File: src/rtl/rr_arbiter.sv
// Round-robin arbiter: one-hot grant held until release, then priority rotates past the owner.
// Optional forced release after TIMEOUT grant cycles when RR_ARB_TIMEOUT_EN is defined.
//
// state | meaning
// IDLE  | no owner; next edge grants the first requester after ptr
// GRANT | gnt/gnt_id hold the owner until rel (or timeout)
module rr_arbiter #(
  parameter  int N       = 4,
  parameter  int TIMEOUT = 64,
  localparam int IDW     = (N > 1) ? $clog2(N) : 1
) (
  input  logic           clk,
  input  logic           rstn,
  input  logic [N-1:0]   req,
  input  logic           rel,
  output logic [N-1:0]   gnt,
  output logic [IDW-1:0] gnt_id,
  output logic           busy,
  output logic           tmo
);

  typedef enum logic {IDLE = 1'b0, GRANT = 1'b1} state_t;

  state_t         state, state_nxt;
  logic [N-1:0]   gnt_nxt;
  logic [IDW-1:0] gnt_id_nxt;
  logic [IDW-1:0] ptr, ptr_nxt;
  logic [IDW-1:0] idx;
  logic [IDW-1:0] winner;
  logic           found;

  function automatic logic [IDW-1:0] wrap_add(input logic [IDW-1:0] p, input int k);
    int s;
    s = int'(p) + k;
    if (s >= N) s = s - N;
    return IDW'(s);
  endfunction

  // First requester strictly after ptr, wrapping; ptr itself is searched last.
  always_comb begin
    found  = 1'b0;
    winner = '0;
    idx    = '0;
    for (int k = 1; k <= N; k++) begin
      idx = wrap_add(ptr, k);
      if (!found && req[idx]) begin
        found  = 1'b1;
        winner = idx;
      end
    end
  end

`ifdef RR_ARB_TIMEOUT_EN
  localparam int CW = $clog2(TIMEOUT);

  logic [CW-1:0] cnt, cnt_nxt;
  logic          tmo_q, tmo_nxt;
`else
  logic unused_timeout;
  assign unused_timeout = (TIMEOUT < 2);
`endif

  always_comb begin
    state_nxt  = state;
    gnt_nxt    = gnt;
    gnt_id_nxt = gnt_id;
    ptr_nxt    = ptr;
`ifdef RR_ARB_TIMEOUT_EN
    cnt_nxt    = cnt;
    tmo_nxt    = 1'b0;
`endif
    case (state)
      IDLE: begin
        if (found) begin
          state_nxt       = GRANT;
          gnt_nxt         = '0;
          gnt_nxt[winner] = 1'b1;
          gnt_id_nxt      = winner;
`ifdef RR_ARB_TIMEOUT_EN
          cnt_nxt         = '0;
`endif
        end
      end
      GRANT: begin
        if (rel) begin
          state_nxt = IDLE;
          gnt_nxt   = '0;
          ptr_nxt   = gnt_id;
        end
`ifdef RR_ARB_TIMEOUT_EN
        else if (cnt == CW'(TIMEOUT - 1)) begin
          state_nxt = IDLE;
          gnt_nxt   = '0;
          ptr_nxt   = gnt_id;
          tmo_nxt   = 1'b1;
        end else begin
          cnt_nxt = cnt + 1'b1;
        end
`endif
      end
      default: begin
        state_nxt = IDLE;
        gnt_nxt   = '0;
      end
    endcase
  end

  always_ff @(posedge clk) begin
    if (!rstn) begin
      state  <= IDLE;
      gnt    <= '0;
      gnt_id <= '0;
      ptr    <= IDW'(N - 1);
`ifdef RR_ARB_TIMEOUT_EN
      cnt    <= '0;
      tmo_q  <= 1'b0;
`endif
    end else begin
      state  <= state_nxt;
      gnt    <= gnt_nxt;
      gnt_id <= gnt_id_nxt;
      ptr    <= ptr_nxt;
`ifdef RR_ARB_TIMEOUT_EN
      cnt    <= cnt_nxt;
      tmo_q  <= tmo_nxt;
`endif
    end
  end

  assign busy = (state == GRANT);

`ifdef RR_ARB_TIMEOUT_EN
  assign tmo = tmo_q;
`else
  assign tmo = 1'b0;
`endif

endmodule

File: config.mk
export PLATFORM = sky130hd
export DESIGN_NAME = rr_arbiter
export DESIGN_NICKNAME = d
export VERILOG_FILES = /design/src/rtl/rr_arbiter.sv
export SDC_FILE = /design/constraint.sdc
export NUM_CORES = 1
export LEC_CHECK = 0
export CAP_MARGIN = 20
export CORE_AREA = 2 2 39 41
export CTS_BUF_LIST = sky130_fd_sc_hd__clkbuf_16
export DETAILED_ROUTE_END_ITERATION = 10
export DIE_AREA = 0 0 41 43
export REMOVE_ABC_BUFFERS = 1
export SLEW_MARGIN = 20
export SYNTH_ARGS = -nofsm -noshare
export SYNTH_HDL_FRONTEND = slang
export SYNTH_SLANG_ARGS = --single-unit
File: constraint.sdc
create_clock -name clk -period 3.1 [get_ports clk]
set_input_delay 0.62 -clock clk [delete_from_list [all_inputs] [get_ports clk]]
set_output_delay 0.62 -clock clk [all_outputs]
set_load 0.01 [all_outputs]
* Word level (Yosys, flattened, before mapping) *
Index checks and enable logic that the tools add are counted.

cells by class
  add/sub/neg operators = 8
  $mul = 0
  div/mod/pow operators = 0
  order comparisons = 10
  eq/ne operators = 2
  shift operators = 0
  multiplexer cells = 28
  bitwise gates (word level) = 1
  reduce and logical (&&, ||, !) cells = 10

operator list
  kind                                                         count
  two-way mux 2 bit                                            8
  less-than comparator 2 x 3 -> 1 bit (second input constant)  5
  two-way mux 1 bit                                            11
  >= comparator 3 bit (second input constant)                  3
  binary-select mux 1 bit (select 2 bit)                       4
  two-way mux 4 bit                                            2
  case mux 4 bit (2 select lines)                              1
  subtractor 2 x 1 -> 2 bit (second input constant)            4
  adder 2 x 2 -> 3 bit (second input constant)                 2
  AND reduction 2 bit                                          3
  adder 2 x 3 -> 4 bit (second input constant)                 1
  >= comparator 4 x 3 -> 1 bit (second input constant)         1
  logical AND 1 bit                                            4
  != test 2 bit (second input constant)                        2
  adder 2 x 1 -> 3 bit (second input constant)                 1
  zero test 1 bit                                              3
  demux 1 bit (select 2 bit)                                   1
  >= comparator 2 x 1 -> 1 bit (second input constant)         1
  case mux 1 bit (2 select lines)                              1
  inverter 1 bit                                               1

storage, ports and cells
  register bits after elaboration = 9
  latch bits = 0
  RAM bits = 0
  bits in read-only memories = 0
  bits of input ports = 7
  output and inout bits = 8
  word-level logic and storage cells = 63
  memories = 0

* Depth between registers and ports, before layout *
  word-level depth = 21
  mapped depth = 4
  mapped depth without buffers = 4

* Worst setup path before layout *
OpenSTA, ideal clock, no wires.

  path kind = input-to-reg
  from = input req[0]
  to = register gnt[1]
  setup time = 0.137 ns
  arrival = 1.371 ns
  required time = 2.963 ns
  setup slack = 1.592 ns
  cell stages on the path = 4
  buffers on the path = 0
  cell sequence = or2_1 > a311oi_2 > nand3b_1 > o22ai_1

on the way
  cells in the longest elaborated chain, start to end = 18
  elaborated cells on any way between the ends = 31
  classes of those cells = order compare: 2; eq/ne: 1; mux: 20; reduce/logical: 8

RTL lines
  what                                                                                                       RTL line  text
  from (decl)                                                                                                14        input logic [N-1:0] req,
  binary-select mux 1 bit (select 2 bit)                                                                     46        if (!found && req[idx]) begin
  two-way mux 1 bit (not written as such)                                                                    46
  two-way mux 1 bit                                                                                          46
  zero test 1 bit                                                                                            46
  logical AND 1 bit                                                                                          46
  two-way mux 1 bit                                                                                          46
  zero test 1 bit                                                                                            46
  logical AND 1 bit                                                                                          46
  (+2 left out)                                                                                              -
  logical AND 1 bit                                                                                          46
  two-way mux 2 bit                                                                                          46
  less-than comparator 2 x 3 -> 1 bit (not written as such) or >= comparator 2 x 1 -> 1 bit (tied branches)  77        gnt_nxt[winner] = 1'b1;
  logical AND 1 bit (not written as such)                                                                    77
  two-way mux 1 bit (not written as such)                                                                    77
  demux 1 bit (select 2 bit)                                                                                 77
  two-way mux 4 bit                                                                                          74        if (found) begin
  case mux 4 bit (2 select lines)                                                                            72        case (state)
  to (signal assigned)                                                                                       120       gnt <= gnt_nxt;
  to (decl)                                                                                                  16        output logic [N-1:0] gnt,

Several ways; a longest one is shown, not always the timed one. The select of a mux whose other input is x is not followed.
A chain may end at the register's enable or synchronous reset.

* Worst setup path in the final report *
  from = input req[3]
  to = register gnt[1]

The elaborated chain is that of the path after synthesis.

==> results_dict.tcl <==
set metrics [dict create \
    rrSetupSlack_ps 1760 \
    post_synth_num_cell_types 25 \
    area_growth_pct 48.2 \
    min_period_over_period_pct 61.4 \
    drt_iter0_drc 4 \
    final_layout_size_suffix_gt1_share_pct 13.4 \
    ctsHoldBuffers 0 \
    maxCapViolations 0 \
    worst_ir_drop_vdd_mv 0.276 \
    sort_of_element_at_the_start_of_the_critical_path "primary input" \
    via_per_inst 5.25 \
    maximum_number_of_pins_on_one_net_before_global_route_repair 12 \
    worst_ep_required_time_ps 3200 \
    rsz0062_at_grt "false" \
    min-delay-path-class "reg -> reg" \
    clk_root_buf "clkbuf_16" \
    preCtsSetupSlack_ps 954 \
    num_io_pins 15 \
    timing.final.setup_violations 0 \
    placementRows 14 \
    hp-start "gnt[1]" \
    cp.arrival_ps 2000 \
    detail_route.drc_violations 0 \
    wire_length_of_the_first_global_routing_pass_mm 1.81 \
    clock_sinks 9 \
    postCtsResizedCells 0 \
    r2r_end "gnt_id[0]" \
    fin_hold_ws_ps 489 \
    die_width_microns 41 \
    num_antenna_cells 0 \
    fp.dieH_microns 43 \
    clock_insertion_delay_worst_skew_ps 230 \
    drt.antenna.violating_nets 0 \
    tritoncts "built" \
    ctsHtreeMaxLevel 1 \
    yosys.area.top_type_share_pct 40.1 \
    antenna_found_initial 0 \
    place_congestion 0.771 \
    hold-path-endpoint "gnt[1]" \
    synth_area_leader_cell "dfxtp_1" \
    clock.fmax_mhz 525 \
    post-dp-hpwl_microns 739 \
    worst_path_maximum_fanout 9 \
    cts_setup_buffers 0 \
    fin_nets 75 \
    finClkSkew_ps 0.649 \
    starting_utilization_of_the_core_area_pct 32.5 \
    register_area_sq_um 180 \
    total_routed_length_mm 1.07 \
    dr_total_vias 436 \
    setup.worst_path.class "in -> reg" \
    area_of_the_multi_input_gates_sq_um 249 \
    die_area_sq_um 1760 \
    final.min_clock_period_ps 1900 \
    whs_path_depth 2 \
    grt.total_usage_pct 15.2 \
    wl_per_cell_microns 12.9 \
    cts_buffers 3 \
    pwr_density_cell_nw_per_um2 634 \
    grt_overflow 0 \
    slew_viol_final 0 \
    first_pass_iters 4 \
    yosys_warnings 0 \
    postSynthRegisterBits 9 \
    setup-tns-final_ps 0 \
    core_sq_um 1380 \
    timing.final.ws_setup_ps 1200 \
    timing_hold_violations_final 0 \
    filler_cell_count 137 \
    crit-reg2reg-launch "ptr[0]" \
    end_kind "register" \
    port-buffer-count 13 \
    synth-seq-area-share_pct 40.1 \
    cts.path.max_buffers 2 \
    worst-r2r-cell-count 4 \
    synth.avg_cell_area_sq_um 8.64 \
    syn-cell-area_sq_um 449 \
    power_leakage_uw 0.000253 \
    status "finished clean" \
    first_global_vias 414 \
    netlist_instances 52 \
    post_synth_main_area_contributors "dfxtp_1 40%, nand3_1 8.9%, nand2_1 4.2%" \
    clkSlewWorstSetupHoldPaths_ps 40 \
]
==> worst max path at each step <==
| stage | start | to | cells past startpoint |
|---|---|---|---|
| floorplan | req[0] | gnt[1] | 4 |
| global placement | req[0] | gnt[1] | 5 |
| detailed placement | req[3] | gnt[1] | 5 |
| finish | req[3] | gnt[1] | 5 |
| global route | req[3] | gnt[1] | 5 |
| CTS | req[3] | gnt[1] | 5 |
==> per-layer routing <==
| metal | share of wire [%] | routed length (microns) | global-route usage [%] |
|---|---|---|---|
| met5 | 0 | 0 | 0 |
| met1 | 49 | 520 | 19.9 |
| met3 | 3.7 | 39 | 3.14 |
| met2 | 45 | 482 | 21.6 |
| met4 | 2.3 | 25 | 10.0 |
==> synth_stat cells (all sizes together) <==
| master | count |
|---|---|
| or2 | 1 |
| a221oi | 1 |
| nor3b | 1 |
| o21ai | 3 |
| a21boi | 1 |
| nor4 | 1 |
| nand3 | 9 |
| a21oi | 3 |
| inv | 2 |
| nand2b | 3 |
| buf | 2 |
| dfxtp | 9 |
| conb | 1 |
| nor2 | 3 |
| nand2 | 5 |
| a311oi | 1 |
| nand3b | 1 |
| a221o | 1 |
| o22ai | 4 |
==> flip-flops by register name, summed over array words and instances, names as in the netlist <==
signal	cells
busy	1
gnt	4
ptr	2
gnt_id	2
==> where the power goes <==
group          switching (uW)  internal [uW]
Clock                    56.5            169
Sequential               8.76            126
Combinational            29.5           32.9
==> cells in the final DEF (no fill, tap or decap) <==
cell and instances:
nand2_1 5, inv_1 3, o21ai_1 1, o22ai_1 3, a21boi_1 1, nor3b_1 1
a21oi_1 3, clkbuf_16 3, nor2_2 1, conb_1 1, nand3_2 1, a311oi_2 1
a221o_1 1, nand3b_1 1, nand2b_1 2, o22ai_2 1, a221oi_1 1, nand2b_4 1
dfxtp_1 9, nor2_1 2, nand3_1 8, nor4_2 1, or2_1 1, clkdlybuf4s50_1 13
o21ai_0 2
==> logic make-up after synthesis <==
family                 after synthesis  share of synthesized area (%)
DFF                                  9                           40.1
other                                1                          0.835
AOI/OAI and AO/OA                   14                           22.8
buffers and inverters                4                           4.46
and+or+nand+nor                     24                           31.8
==> worst max-delay path, stage by stage <==
cell and delay (ps):
clkdlybuf4s50_1 510, nor4_2 480, nor2_2 170, nand3b_1 140, o22ai_1 90
==> layout make-up <==
type                            instances  area share [%]
Clock buffer                            3            11.3
Clock inverter                          1           0.564
Inverter                                2            1.13
Multi-Input combinational cell         39            37.4
Sequential cell                         9            27.1
Tap cell                               16            3.01
Timing Repair Buffer                   13            19.5
==> through the flow <==
| step | util [%] | std cells | power (uW) | instance area [sq um] |
|---|---|---|---|---|
| after floorplan | - | 50 | 166 | 437 |
| after global placement | 42.4 | 79 | 198 | 587 |
| after detailed placement | 42.4 | 79 | 198 | 587 |
| after CTS | 48.1 | 83 | 426 | 666 |
| after global routing | 48.1 | 83 | 440 | 666 |
| final | 48.1 | 83 | 422 | 666 |
Power figures use the tool's default switching activity.
